--- src/rtl/uart_pkg.sv ---
// uart_pkg: shared types and helpers for the extended UART receiver.
//   parity_t   - parity mode selection (none / odd / even)
//   rx_state_t - receiver FSM states
//   maj3       - 3-input majority vote used for bit sampling
package uart_pkg;

  typedef enum logic [1:0] {
    PAR_NONE,
    PAR_ODD,
    PAR_EVEN
  } parity_t;

  typedef enum logic [2:0] {
    StIdle,
    StStart,
    StData,
    StParity,
    StStop,
    StWaitIdle
  } rx_state_t;

  function automatic logic maj3(input logic a, input logic b, input logic c);
    return (a & b) | (a & c) | (b & c);
  endfunction

endpackage

--- src/rtl/uart_rx_ext_if.sv ---
// uart_rx_ext_if: ready/valid output stream of the UART receiver.
//   o_rx_valid      - head entry valid (receiver -> consumer)
//   i_rx_ready      - consumer accepts head (consumer -> receiver)
//   o_rx_data       - head data word
//   o_rx_parity_err - head flag: parity mismatch
//   o_rx_frame_err  - head flag: a stop bit was sampled low
// master = receiver side, slave = consumer side.
interface uart_rx_ext_if #(
  parameter int unsigned DATA_BITS = 8
);
  logic                 o_rx_valid;
  logic                 i_rx_ready;
  logic [DATA_BITS-1:0] o_rx_data;
  logic                 o_rx_parity_err;
  logic                 o_rx_frame_err;

  modport master (
    output o_rx_valid,
    output o_rx_data,
    output o_rx_parity_err,
    output o_rx_frame_err,
    input  i_rx_ready
  );

  modport slave (
    input  o_rx_valid,
    input  o_rx_data,
    input  o_rx_parity_err,
    input  o_rx_frame_err,
    output i_rx_ready
  );
endinterface

--- src/rtl/uart_rx_fifo.sv ---
// uart_rx_fifo: single-clock show-ahead FIFO with asynchronous active-high reset.
//   clk, rst  - clock, async reset (empties the FIFO)
//   push_i    - write wdata_i; accepted when not full, or when full and popping
//   wdata_i   - write data
//   pop_i     - remove head; ignored when empty
//   rdata_o   - head entry, reads 0 when empty
//   full_o    - FIFO full
//   empty_o   - FIFO empty
module uart_rx_fifo #(
  parameter int unsigned WIDTH = 10,
  parameter int unsigned DEPTH = 4
) (
  input  logic             clk,
  input  logic             rst,
  input  logic             push_i,
  input  logic [WIDTH-1:0] wdata_i,
  input  logic             pop_i,
  output logic [WIDTH-1:0] rdata_o,
  output logic             full_o,
  output logic             empty_o
);

  localparam int unsigned AW = $clog2(DEPTH);

  // Pointers carry one extra wrap bit to tell full from empty.
  logic [AW:0]      wptr_q, rptr_q;
  logic [WIDTH-1:0] mem_q [DEPTH];
  logic             do_push, do_pop;

  assign empty_o = (wptr_q == rptr_q);
  assign full_o  = (wptr_q[AW] != rptr_q[AW]) && (wptr_q[AW-1:0] == rptr_q[AW-1:0]);
  assign do_pop  = pop_i & ~empty_o;
  // When full, a simultaneous pop frees the head slot that the push then reuses.
  assign do_push = push_i & (~full_o | do_pop);
  assign rdata_o = empty_o ? '0 : mem_q[rptr_q[AW-1:0]];

  always_ff @(posedge clk or posedge rst) begin
    if (rst) begin
      wptr_q <= '0;
      rptr_q <= '0;
    end else begin
      if (do_push) wptr_q <= wptr_q + 1'b1;
      if (do_pop)  rptr_q <= rptr_q + 1'b1;
    end
  end

  always_ff @(posedge clk) begin
    if (do_push) mem_q[wptr_q[AW-1:0]] <= wdata_i;
  end

endmodule

--- src/rtl/uart_rx_ext.sv ---
// uart_rx_ext: parametrised UART receiver with majority-vote sampling, parity/framing
// error tagging, break detection and a ready/valid output FIFO.
//   clk, rst   - clock, asynchronous active-high reset
//   i_rx_data  - raw serial line (idle high, asynchronous)
//   rx_if      - output stream (valid/ready, data, parity_err, frame_err)
//   o_rx_busy  - high whenever the FSM is not idle
//   o_overrun  - one-cycle pulse: completed word dropped, FIFO full
//   o_break    - one-cycle pulse: break condition detected
module uart_rx_ext
  import uart_pkg::*;
#(
  parameter int unsigned CLKS_PER_BIT = 16,
  parameter int unsigned DATA_BITS    = 8,
  parameter parity_t     PARITY       = PAR_NONE,
  parameter int unsigned STOP_BITS    = 1,
  parameter int unsigned FIFO_DEPTH   = 4
) (
  input  logic          clk,
  input  logic          rst,
  input  logic          i_rx_data,
  uart_rx_ext_if.master rx_if,
  output logic          o_rx_busy,
  output logic          o_overrun,
  output logic          o_break
);

  localparam int unsigned CW = $clog2(CLKS_PER_BIT + 1);
  localparam int unsigned BW = $clog2(DATA_BITS + 1);
  localparam int unsigned FW = DATA_BITS + 2;

  localparam logic [CW-1:0] HalfM1  = CW'(CLKS_PER_BIT / 2 - 1);
  localparam logic [CW-1:0] Half    = CW'(CLKS_PER_BIT / 2);
  localparam logic [CW-1:0] HalfP1  = CW'(CLKS_PER_BIT / 2 + 1);
  localparam logic [CW-1:0] CntLast = CW'(CLKS_PER_BIT - 1);
  localparam logic [BW-1:0] DataLast = BW'(DATA_BITS - 1);
  localparam logic [BW-1:0] StopLast = BW'(STOP_BITS - 1);

  rx_state_t            state_q;
  logic [1:0]           sync_q;
  logic [CW-1:0]        cnt_q;      // cycle offset within the current bit
  logic [BW-1:0]        bit_cnt_q;  // data-bit or stop-bit index
  logic                 s0_q, s1_q; // samples at center-1 and center
  logic [DATA_BITS-1:0] shift_q;
  logic                 par_bit_q, par_err_q;
  logic                 stop0_q, stop_bad_q;
  logic                 push_q, break_q;
  logic [FW-1:0]        word_q;

  logic line, vote, sample_now, par_err_now, first_stop, stop_bad_now, is_break;

  assign line       = sync_q[1];
  // The third vote is the live line at center+1, so the decision lands on that cycle.
  assign vote       = maj3(s0_q, s1_q, line);
  assign sample_now = (cnt_q == HalfP1);

  assign par_err_now  = (PARITY == PAR_ODD) ? ~(^shift_q ^ vote) : (^shift_q ^ vote);
  assign first_stop   = (bit_cnt_q == '0) ? vote : stop0_q;
  assign stop_bad_now = stop_bad_q | ~vote;
  assign is_break     = (shift_q == '0) && !par_bit_q && !first_stop;

  always_ff @(posedge clk or posedge rst) begin
    if (rst) begin
      state_q    <= StIdle;
      sync_q     <= 2'b11;
      cnt_q      <= '0;
      bit_cnt_q  <= '0;
      s0_q       <= 1'b1;
      s1_q       <= 1'b1;
      shift_q    <= '0;
      par_bit_q  <= 1'b0;
      par_err_q  <= 1'b0;
      stop0_q    <= 1'b1;
      stop_bad_q <= 1'b0;
      push_q     <= 1'b0;
      break_q    <= 1'b0;
      word_q     <= '0;
    end else begin
      sync_q  <= {sync_q[0], i_rx_data};
      push_q  <= 1'b0;
      break_q <= 1'b0;

      if (state_q inside {StStart, StData, StParity, StStop}) begin
        cnt_q <= (cnt_q == CntLast) ? '0 : cnt_q + 1'b1;
        if (cnt_q == HalfM1) s0_q <= line;
        if (cnt_q == Half)   s1_q <= line;
      end

      case (state_q)
        StIdle: begin
          if (!line) begin
            state_q    <= StStart;
            // The detecting cycle is offset 0 of the start bit.
            cnt_q      <= CW'(1);
            bit_cnt_q  <= '0;
            par_bit_q  <= 1'b0;
            par_err_q  <= 1'b0;
            stop_bad_q <= 1'b0;
          end
        end
        StStart: begin
          if (sample_now) state_q <= vote ? StIdle : StData;
        end
        StData: begin
          if (sample_now) begin
            shift_q <= {vote, shift_q[DATA_BITS-1:1]};
            if (bit_cnt_q == DataLast) begin
              bit_cnt_q <= '0;
              state_q   <= (PARITY == PAR_NONE) ? StStop : StParity;
            end else begin
              bit_cnt_q <= bit_cnt_q + 1'b1;
            end
          end
        end
        StParity: begin
          if (sample_now) begin
            par_bit_q <= vote;
            par_err_q <= par_err_now;
            state_q   <= StStop;
          end
        end
        StStop: begin
          if (sample_now) begin
            if (bit_cnt_q == '0) stop0_q <= vote;
            if (bit_cnt_q == StopLast) begin
              bit_cnt_q <= '0;
              if (is_break) begin
                break_q <= 1'b1;
                state_q <= StWaitIdle;
              end else begin
                push_q  <= 1'b1;
                word_q  <= {shift_q, par_err_q, stop_bad_now};
                // Leaving half a bit early lets a back-to-back start bit be caught.
                state_q <= stop_bad_now ? StWaitIdle : StIdle;
              end
            end else begin
              bit_cnt_q  <= bit_cnt_q + 1'b1;
              stop_bad_q <= stop_bad_now;
            end
          end
        end
        StWaitIdle: begin
          if (line) state_q <= StIdle;
        end
        default: state_q <= StIdle;
      endcase
    end
  end

  logic          fifo_full, fifo_empty, pop;
  logic [FW-1:0] fifo_rdata;

  uart_rx_fifo #(
    .WIDTH (FW),
    .DEPTH (FIFO_DEPTH)
  ) u_fifo (
    .clk     (clk),
    .rst     (rst),
    .push_i  (push_q),
    .wdata_i (word_q),
    .pop_i   (pop),
    .rdata_o (fifo_rdata),
    .full_o  (fifo_full),
    .empty_o (fifo_empty)
  );

  assign pop              = ~fifo_empty & rx_if.i_rx_ready;
  assign rx_if.o_rx_valid = ~fifo_empty;
  assign {rx_if.o_rx_data, rx_if.o_rx_parity_err, rx_if.o_rx_frame_err} = fifo_rdata;

  assign o_rx_busy = (state_q != StIdle);
  assign o_break   = break_q;
  assign o_overrun = push_q & fifo_full & ~pop;

endmodule

--- src/flat_wrapper.sv ---
// flat-port wrapper written by rule: the top's interface ports become plain ports
module uart_rx_ext_flat import uart_pkg::*;
#(
  parameter int unsigned CLKS_PER_BIT = 16,
  parameter int unsigned DATA_BITS    = 8,
  parameter parity_t     PARITY       = PAR_NONE,
  parameter int unsigned STOP_BITS    = 1,
  parameter int unsigned FIFO_DEPTH   = 4
)
  (clk, rst, i_rx_data, o_rx_busy, o_overrun, o_break, rx_if_o_rx_valid, rx_if_o_rx_data, rx_if_o_rx_parity_err, rx_if_o_rx_frame_err, rx_if_i_rx_ready);
  uart_rx_ext_if #(.DATA_BITS(DATA_BITS)) rx_if_i ();
  input  logic clk;
  input  logic rst;
  input  logic i_rx_data;
  output logic o_rx_busy;
  output logic o_overrun;
  output logic o_break;
  output wire logic [$bits(rx_if_i.o_rx_valid)-1:0] rx_if_o_rx_valid;
  output wire logic [$bits(rx_if_i.o_rx_data)-1:0] rx_if_o_rx_data;
  output wire logic [$bits(rx_if_i.o_rx_parity_err)-1:0] rx_if_o_rx_parity_err;
  output wire logic [$bits(rx_if_i.o_rx_frame_err)-1:0] rx_if_o_rx_frame_err;
  input wire logic [$bits(rx_if_i.i_rx_ready)-1:0] rx_if_i_rx_ready;
  assign rx_if_o_rx_valid = rx_if_i.o_rx_valid;
  assign rx_if_o_rx_data = rx_if_i.o_rx_data;
  assign rx_if_o_rx_parity_err = rx_if_i.o_rx_parity_err;
  assign rx_if_o_rx_frame_err = rx_if_i.o_rx_frame_err;
  assign rx_if_i.i_rx_ready = rx_if_i_rx_ready;
  uart_rx_ext #(.CLKS_PER_BIT(CLKS_PER_BIT), .DATA_BITS(DATA_BITS), .PARITY(PARITY), .STOP_BITS(STOP_BITS), .FIFO_DEPTH(FIFO_DEPTH)) u_core (.clk(clk), .rst(rst), .i_rx_data(i_rx_data), .rx_if(rx_if_i), .o_rx_busy(o_rx_busy), .o_overrun(o_overrun), .o_break(o_break));
endmodule
--- config.mk ---
export PLATFORM = sky130hd
export DESIGN_NAME = uart_rx_ext_flat
export DESIGN_NICKNAME = d
export VERILOG_FILES = /design/src/rtl/uart_pkg.sv /design/src/rtl/uart_rx_ext_if.sv /design/src/rtl/uart_rx_fifo.sv /design/src/rtl/uart_rx_ext.sv /design/src/flat_wrapper.sv
export SDC_FILE = /design/constraint.sdc
export NUM_CORES = 1
export LEC_CHECK = 0
export CORE_MARGIN = 1
export CORE_UTILIZATION = 60
export DETAILED_ROUTE_END_ITERATION = 10
export PLACE_DENSITY = 0.79
export SYNTH_ARGS = -nofsm -noshare
export SYNTH_HDL_FRONTEND = slang
export SYNTH_HIERARCHICAL = 1
export SYNTH_SLANG_ARGS = --single-unit
--- constraint.sdc ---
create_clock -name clk -period 2.7 [get_ports clk]
set_input_delay 0.27 -clock clk [delete_from_list [all_inputs] [get_ports clk]]
set_output_delay 0.27 -clock clk [all_outputs]
set_load 0.01 [all_outputs]
==> results of run 1 <==
## worst paths after layout
| kind | startpoint | end | slack (ps) | cells past startpoint |
|---|---|---|---|---|
| worst min register to register | u_core/sync_q[0] | u_core/sync_q[1] | 360 | 0 |
| max in group asynchronous | rst | u_core/s0_q | 1970 | 3 |
| worst max register to register | u_core/u_fifo/wptr_q[0] | u_core/u_fifo/mem_q[3][9] | 230 | 6 |
| worst max-delay path | u_core/u_fifo/wptr_q[0] | o_overrun | 180 | 6 |
| worst min-delay path | rst | u_core/u_fifo/rptr_q[0] | 160 | 2 |
| min in group clk | i_rx_data | u_core/sync_q[0] | 320 | 1 |
## metrics by stage
step           instance area (um2)  setup slack [ps]  util, %
2_1_floorplan                 4130               229        -
3_3_place_gp                  4380               371     67.4
3_5_place_dp                  4380               233     67.4
4_1_cts                       4620               159     71.1
5_1_grt                       4620              61.4     71.1
6_report                      4620               184     71.1
## area by class of cell
| class | count | area, um2 |
|---|---|---|
| Sequential cell | 86 | 2360 |
| Fill cell | 456 | 1870 |
| Multi-Input combinational cell | 184 | 1610 |
| Timing Repair Buffer | 25 | 230 |
| Clock buffer | 9 | 124 |
| Clock inverter | 7 | 116 |
| Tap cell | 77 | 96.3 |
| Inverter | 22 | 82.6 |
## power by group through the flow
stage | sequential (W) | combinational [W] | clock, W
final | 0.00162 | 0.000989 | 0.00104
after global routing | 0.00163 | 0.00111 | 0.00112
after CTS | 0.00161 | 0.00100 | 0.00106
after detailed placement | 0.00164 | 0.000998 | 0
after global placement | 0.00164 | 0.000971 | 0
after floorplan | 0.00159 | 0.000806 | 0
## cell families after synthesis
family	after synthesis	share of synthesized area, %
xor+xnor	13	3.12
mux	28	11.1
flops	86	57.2
fa+ha+maj	15	4.52
buf+inv	33	3.73
simple gates	81	12.3
compound gates	47	8.04
## flip-flops by register name (all words and copies together), names as in the netlist
name,flops
u_core/shift_q,8
u_core/u_fifo/mem_q,40
u_core/state_q,3
u_core/s1_q,1
u_core/bit_cnt_q,4
u_core/par_bit_q,1
u_core/o_break,1
u_core/u_fifo/wptr_q,3
u_core/push_q,1
u_core/stop_bad_q,1
u_core/u_fifo/rptr_q,3
u_core/par_err_q,1
u_core/word_q,10
u_core/cnt_q,5
u_core/s0_q,1
u_core/sync_q,2
u_core/stop0_q,1
## cells in the mapped netlist (2+ instances only)
cell type   n
nor3b_2     2
mux2i_1     2
buf_4       3
clkbuf_1    2
dfrtp_1    41
nand2b_1    2
buf_6       2
edfxtp_1   40
o21ai_0     8
nor3_1      6
xor2_2      2
o21ai_1    10
mux2_1      2
and3_1      5
nand3_1     8
mux2_2      5
dfstp_2     5
or4_1       2
o31ai_1     3
nor2_1      3
inv_1      22
nor3_2      2
nand2_1    19
xnor2_1     9
and2_1      3
a31oi_1     3
nor4_1      4
xor2_1      2
nand3b_1    2
nor2b_1    11
o21a_1      3
buf_2       3
a21oi_2     2
a21oi_1     4
ha_1       14
mux4_2     10
mux2_4      9
nand4_1     2
## layer usage
layer / part of all wire (%) / track usage, %
met2: 52 / 34.9
met1: 44 / 25.5
met4: 1.4 / 7.09
met3: 2.9 / 4.47
met5: 0 / 0
## layout by cell type (no fill, tap or decap), drive strengths merged, types with 6 or more instances in the layout
master	count
a21oi	6
buf	8
clkbuf	9
clkdlybuf4s50	17
dfrtp	41
edfxtp	40
ha	14
inv	25
mux2	16
mux4	10
nand2	19
nand3	8
nor2b	11
nor3	8
o21ai	18
xnor2	9
==> run_results.csv, run 1 <==
group,metric,value,unit
run_status,status,"finished, violations left",
run_status,violations,"DRC",
finish,layout-drive-gt1-share,21.0,%
drt,ant_nets,0,
logic_synthesis,synthFlopType,"dfrtp_1",
timing,final-setup-viol-count,0,
placement,dp_hpwl,4610,um
min_path,min_path_type,"in -> async",
placement,gp_congestion,0.775,
clock_tree,cts_sinks,86,
global_routing,grt_overflow,0,
power_and_ir_drop,power.leakage,1.89,nW
drt,drt_iter0_markers,136,
logic_synthesis,synth_seq_cells,86,
timing,max_freq,397,MHz
logic_synthesis,postSynthCellCount,303,
power_and_ir_drop,powerDensity,788,mW/mm2
drt,drcViolationCount,1,
finish,area_growth,12.0,%
critical_path,cp_max_fo,7,
timing,max_slew_margin,65.7,%
logic_synthesis,async_reset_ff_share,53.5,%
clock_tree,cts_tree,"yes",
critical_path,path_buf_inv,2,
die,coreArea,0.00649,mm2
drt,dr.pass1.iters,7,
logic_synthesis,synth.largest_area_cell,"edfxtp_1",
clock_tree,cts_resized,0,
timing,tns,0,ps
drt,vias,2350,
critical_path,worstPathArrival,2250,ps
logic_synthesis,syn-num-nets,321,
power_and_ir_drop,clkPwrFrac,28.5,%
critical_path,path_class,"reg -> out",
drt,viasPerCell,5.73,
logic_synthesis,yosysSeqAreaShare,57.2,%
clock_tree,cts_inserted_buffers,9,
clock_tree,cts.clk_slew.worst_paths,90,ps
clock_tree,hold_buffers,0,
clock_tree,insertion_delay,350,ps
die,die_w,84.9,um
timing,final_hold_viol_count,0,
timing,drv_slew,0,
global_routing,grt_antenna_before_repair,0,
critical_path,cpMaxStageDelayCell,"clkdlybuf4s50_1",
finish,layout.cells.non_filler,410,
die,num_rows,29,
power_and_ir_drop,p_sw,0.00115,W
timing,min_period_over_period,93.2,%
power_and_ir_drop,p_int,0.00249,W
critical_path,worst_setup_path_end_kind,"output port",
flow_run,max-cap-violations,0,
clock_tree,cts_setup_buffers,0,
timing,tightest_slew,508,ps
logic_synthesis,synth_top_area_share,29.1,%
die,dieArea,0.00721,mm2
power_and_ir_drop,pwr-share-seq,44.4,%
critical_path,cp_data_required_time,2430,ps
global_routing,grt_pass1_wl,11100,um
clock_tree,htreeDepth,3,
critical_path,critPathMaxStageDelay,560,ps
global_routing,grt_pass1_vias,2294,
die,die_h,84.9,um
critical_path,path_cells,"xor2_2 -> nor3_1 -> nor2b_1 -> buf_4 -> nor2_1 -> clkdlybuf4s50_1",
global_routing,grt_max_degree,41,
timing,fin_crit,2520,ps
die,initial_core_util,63.5,%
finish,n_antenna_cell,0,
logic_synthesis,synth_area_leaders,"edfxtp_1, dfrtp_1, mux4_2, ha_1, mux2_4",
timing,skew,9.84,ps
clock_tree,clockBufferDepth,2,
logic_synthesis,synth_edf_count,40,
power_and_ir_drop,peakVddDrop,0.556,mV
logic_synthesis,synth_area,0.00413,mm2
drt,routed_wirelength,6540,um
finish,fin_nets,346,
power_and_ir_drop,total_power,0.00364,W
logic_synthesis,avgSynthCellArea,13.6,um2
critical_path,path_delay_family,"buffers and inverters",
logic_synthesis,yosysUniqueCellTypes,64,
power_and_ir_drop,power_frac_comb,27.2,%
drt,routedWlPerCell,15.9,um
timing,fin_hold_ws,156,ps
critical_path,critPathLaunchType,"register",
logic_synthesis,ys_warn_count,6,
clock_tree,clockRootBuffer,"clkbuf_8",
placement,io_buffer_count,17,
die,ios,18,
global_routing,grt_usage,20.2,%
timing,rsz0062_at_grt,"false",
power_and_ir_drop,swShare,31.6,%
placement,dp_cells,394,
Power figures use the tool's default switching activity.
==> run 2: changes to the inputs <==
CAP_MARGIN = 20   (was not set)
==> results of run 2 <==
The final DEF is identical to that of run 1; final timing and power are the same.
==> run 3: changes to the inputs <==
--- a/config.mk
+++ b/config.mk
@@ -10,5 +10,5 @@
 export CORE_UTILIZATION = 60
 export DETAILED_ROUTE_END_ITERATION = 10
-export PLACE_DENSITY = 0.79
+export PLACE_DENSITY = 0.84
 export SYNTH_ARGS = -nofsm -noshare
 export SYNTH_HDL_FRONTEND = slang
==> constraint.sdc (replaced) <==
create_clock -name clk -period 2.7 [get_ports clk]
set_input_delay 0.405 -clock clk [delete_from_list [all_inputs] [get_ports clk]]
set_output_delay 0.405 -clock clk [all_outputs]
set_load 0.01 [all_outputs]
==> run_results.csv, run 3 (synthesis gave the netlist of run 1 again) <==
group,metric,value,unit
critical_path,path_class,"reg -> out",
power_and_ir_drop,p_sw,0.00112,W
min_path,min_path_type,"in -> async",
drt,viasPerCell,6.02,
clock_tree,cts_inserted_buffers,9,
clock_tree,cts_tree,"yes",
finish,largest_reg_flops,40,
critical_path,cpMaxStageDelayCell,"clkdlybuf4s50_1",
global_routing,use_met1,27.1,%
clock_tree,insertion_delay,340,ps
power_and_ir_drop,power_frac_comb,28.0,%
finish,area_growth,10.7,%
run_status,status,"finished, violations left",
power_and_ir_drop,clkPwrFrac,25.8,%
global_routing,grt_overflow,0,
finish,layout.cells.most_common,"dfrtp_1",
global_routing,grt_pass1_vias,2470,
critical_path,worstPathArrival,2190,ps
finish,layout.cells.non_filler,408,
critical_path,path_buf_inv,1,
critical_path,worst_setup_path_end_kind,"output port",
die,num_rows,29,
timing,min_period_over_period,96.2,%
global_routing,grt_use_met2,37.2,%
finish,final_cell_mix,"dfrtp_1, edfxtp_1, inv_1",
critical_path,critPathLaunchType,"register",
timing,drv_slew,0,
critical_path,path_cells,"xor2_2 -> nor3_1 -> nor2b_2 -> nor2_1 -> clkdlybuf4s50_1",
power_and_ir_drop,total_power,0.00349,W
timing,rsz0062_at_grt,"true",
global_routing,grt_usage,21.9,%
power_and_ir_drop,pwr-share-seq,46.2,%
run_status,violations,"DRC",
timing,tightest_slew,545,ps
placement,dp_cells,392,
critical_path,critPathMaxStageDelay,540,ps
power_and_ir_drop,peakVddDrop,0.512,mV
die,die_w,84.9,um
die,dieArea,0.00721,mm2
die,initial_core_util,63.5,%
placement,io_buffer_count,17,
timing,fin_crit,2600,ps
finish,n_fill_cell,417,
timing,max_slew_margin,63.2,%
die,ios,18,
drt,drt_iter0_markers,182,
power_and_ir_drop,power.leakage,1.85,nW
drt,routedWlPerCell,17.1,um
clock_tree,clockRootBuffer,"clkbuf_8",
flow_run,max-cap-violations,0,
clock_tree,cts.clk_slew.worst_paths,80,ps
timing,final-setup-viol-count,0,
power_and_ir_drop,powerDensity,764,mW/mm2
critical_path,path_delay_family,"simple AND/OR/NAND/NOR gates",
drt,dr.pass1.iters,8,
global_routing,grtUsageMet3,5.16,%
placement,gp_congestion,0.843,
critical_path,cp_data_required_time,2300,ps
clock_tree,htreeDepth,3,
critical_path,cp_max_fo,7,
placement,dp_hpwl,4820,um
finish,layout-drive-gt1-share,20.5,%
clock_tree,clockBufferDepth,2,
timing,max_freq,385,MHz
global_routing,grt_pass1_wl,11900,um
drt,drcViolationCount,2,
timing,final_hold_viol_count,0,
drt,routed_wirelength,6960,um
drt,ant_nets,0,
finish,n_antenna_cell,0,
clock_tree,cts_sinks,86,
die,coreArea,0.00649,mm2
timing,skew,10.3,ps
power_and_ir_drop,swShare,32.2,%
global_routing,grt_max_degree,41,
die,die_h,84.9,um
global_routing,grt_antenna_before_repair,0,
drt,vias,2457,
finish,fin_nets,344,
critical_path,rrSetupSlack,240,ps
power_and_ir_drop,p_int,0.00236,W
global_routing,gr-max-usage-layer,"met2",
run 3: changes by cell type in the layout (fill, tap and decap cells not counted):
cell,delta
buf_4,-2
bufinv_16,-1
clkinv_1,+1
clkinv_4,-1
clkinv_8,-1
clkinvlp_4,+1
inv_6,+3
inv_8,-2
nor2b_1,-1
nor2b_2,+1
run 3: metrics by stage:
stage / setup TNS (ps) / hold WS (ps) / area (um2) / util [%] / setup slack [ps]
after floorplan: 0 / 196 / 4130 / - / 229
after global placement: 0 / 346 / 4370 / 67.2 / 415
after detailed placement: 0 / 349 / 4370 / 67.2 / 294
after CTS: 0 / 282 / 4570 / 70.3 / 45.3
after global routing: -0.714 / 306 / 4570 / 70.3 / -0.714
final: 0 / 293 / 4570 / 70.3 / 102
run 3: worst paths after layout:
path / start / end / cells after the start
setup / recovery: u_core/u_fifo/wptr_q[0] / o_overrun / 5
hold / removal: rst / u_core/u_fifo/wptr_q[2] / 2
setup reg to reg: u_core/u_fifo/wptr_q[0] / u_core/u_fifo/mem_q[3][5] / 5
hold reg to reg: u_core/sync_q[0] / u_core/sync_q[1] / 0
max in group asynchronous: rst / u_core/sync_q[1] / 3
min in group clk: u_core/sync_q[0] / u_core/sync_q[1] / 0
run 3: routing by layer:
metal  vias up  wire length [um]
met5         -                 0
met4         0               129
met3        16               308
met2        72              3540
met1      1213              2980
li1       1156                 -
run 3: final cells by class:
cell class / count / area, um2 / share of cell area, %
Sequential cell: 86 / 2360 / 51.6
Multi-Input combinational cell: 184 / 1620 / 35.4
Timing Repair Buffer: 23 / 215 / 4.71
Clock buffer: 9 / 124 / 2.71
Tap cell: 77 / 96.3 / 2.11
Inverter: 22 / 82.6 / 1.81
Clock inverter: 7 / 76.3 / 1.67
run 3: power groups by stage:
stage	registers, W	clock network [W]	logic [W]
after global placement	0.00163	0	0.000945
final	0.00161	0.000900	0.000977
after global routing	0.00164	0.000970	0.00108
after floorplan	0.00159	0	0.000806
after detailed placement	0.00164	0	0.000971
after CTS	0.00161	0.000924	0.000976
run 3: timing repair:
action	4_1_cts	5_1_grt
hold buffers	0	0
setup buffers	0	0
gates resized for setup	0	1
setup endpoints to repair	0	1
endpoints found under the hold margin	0	0
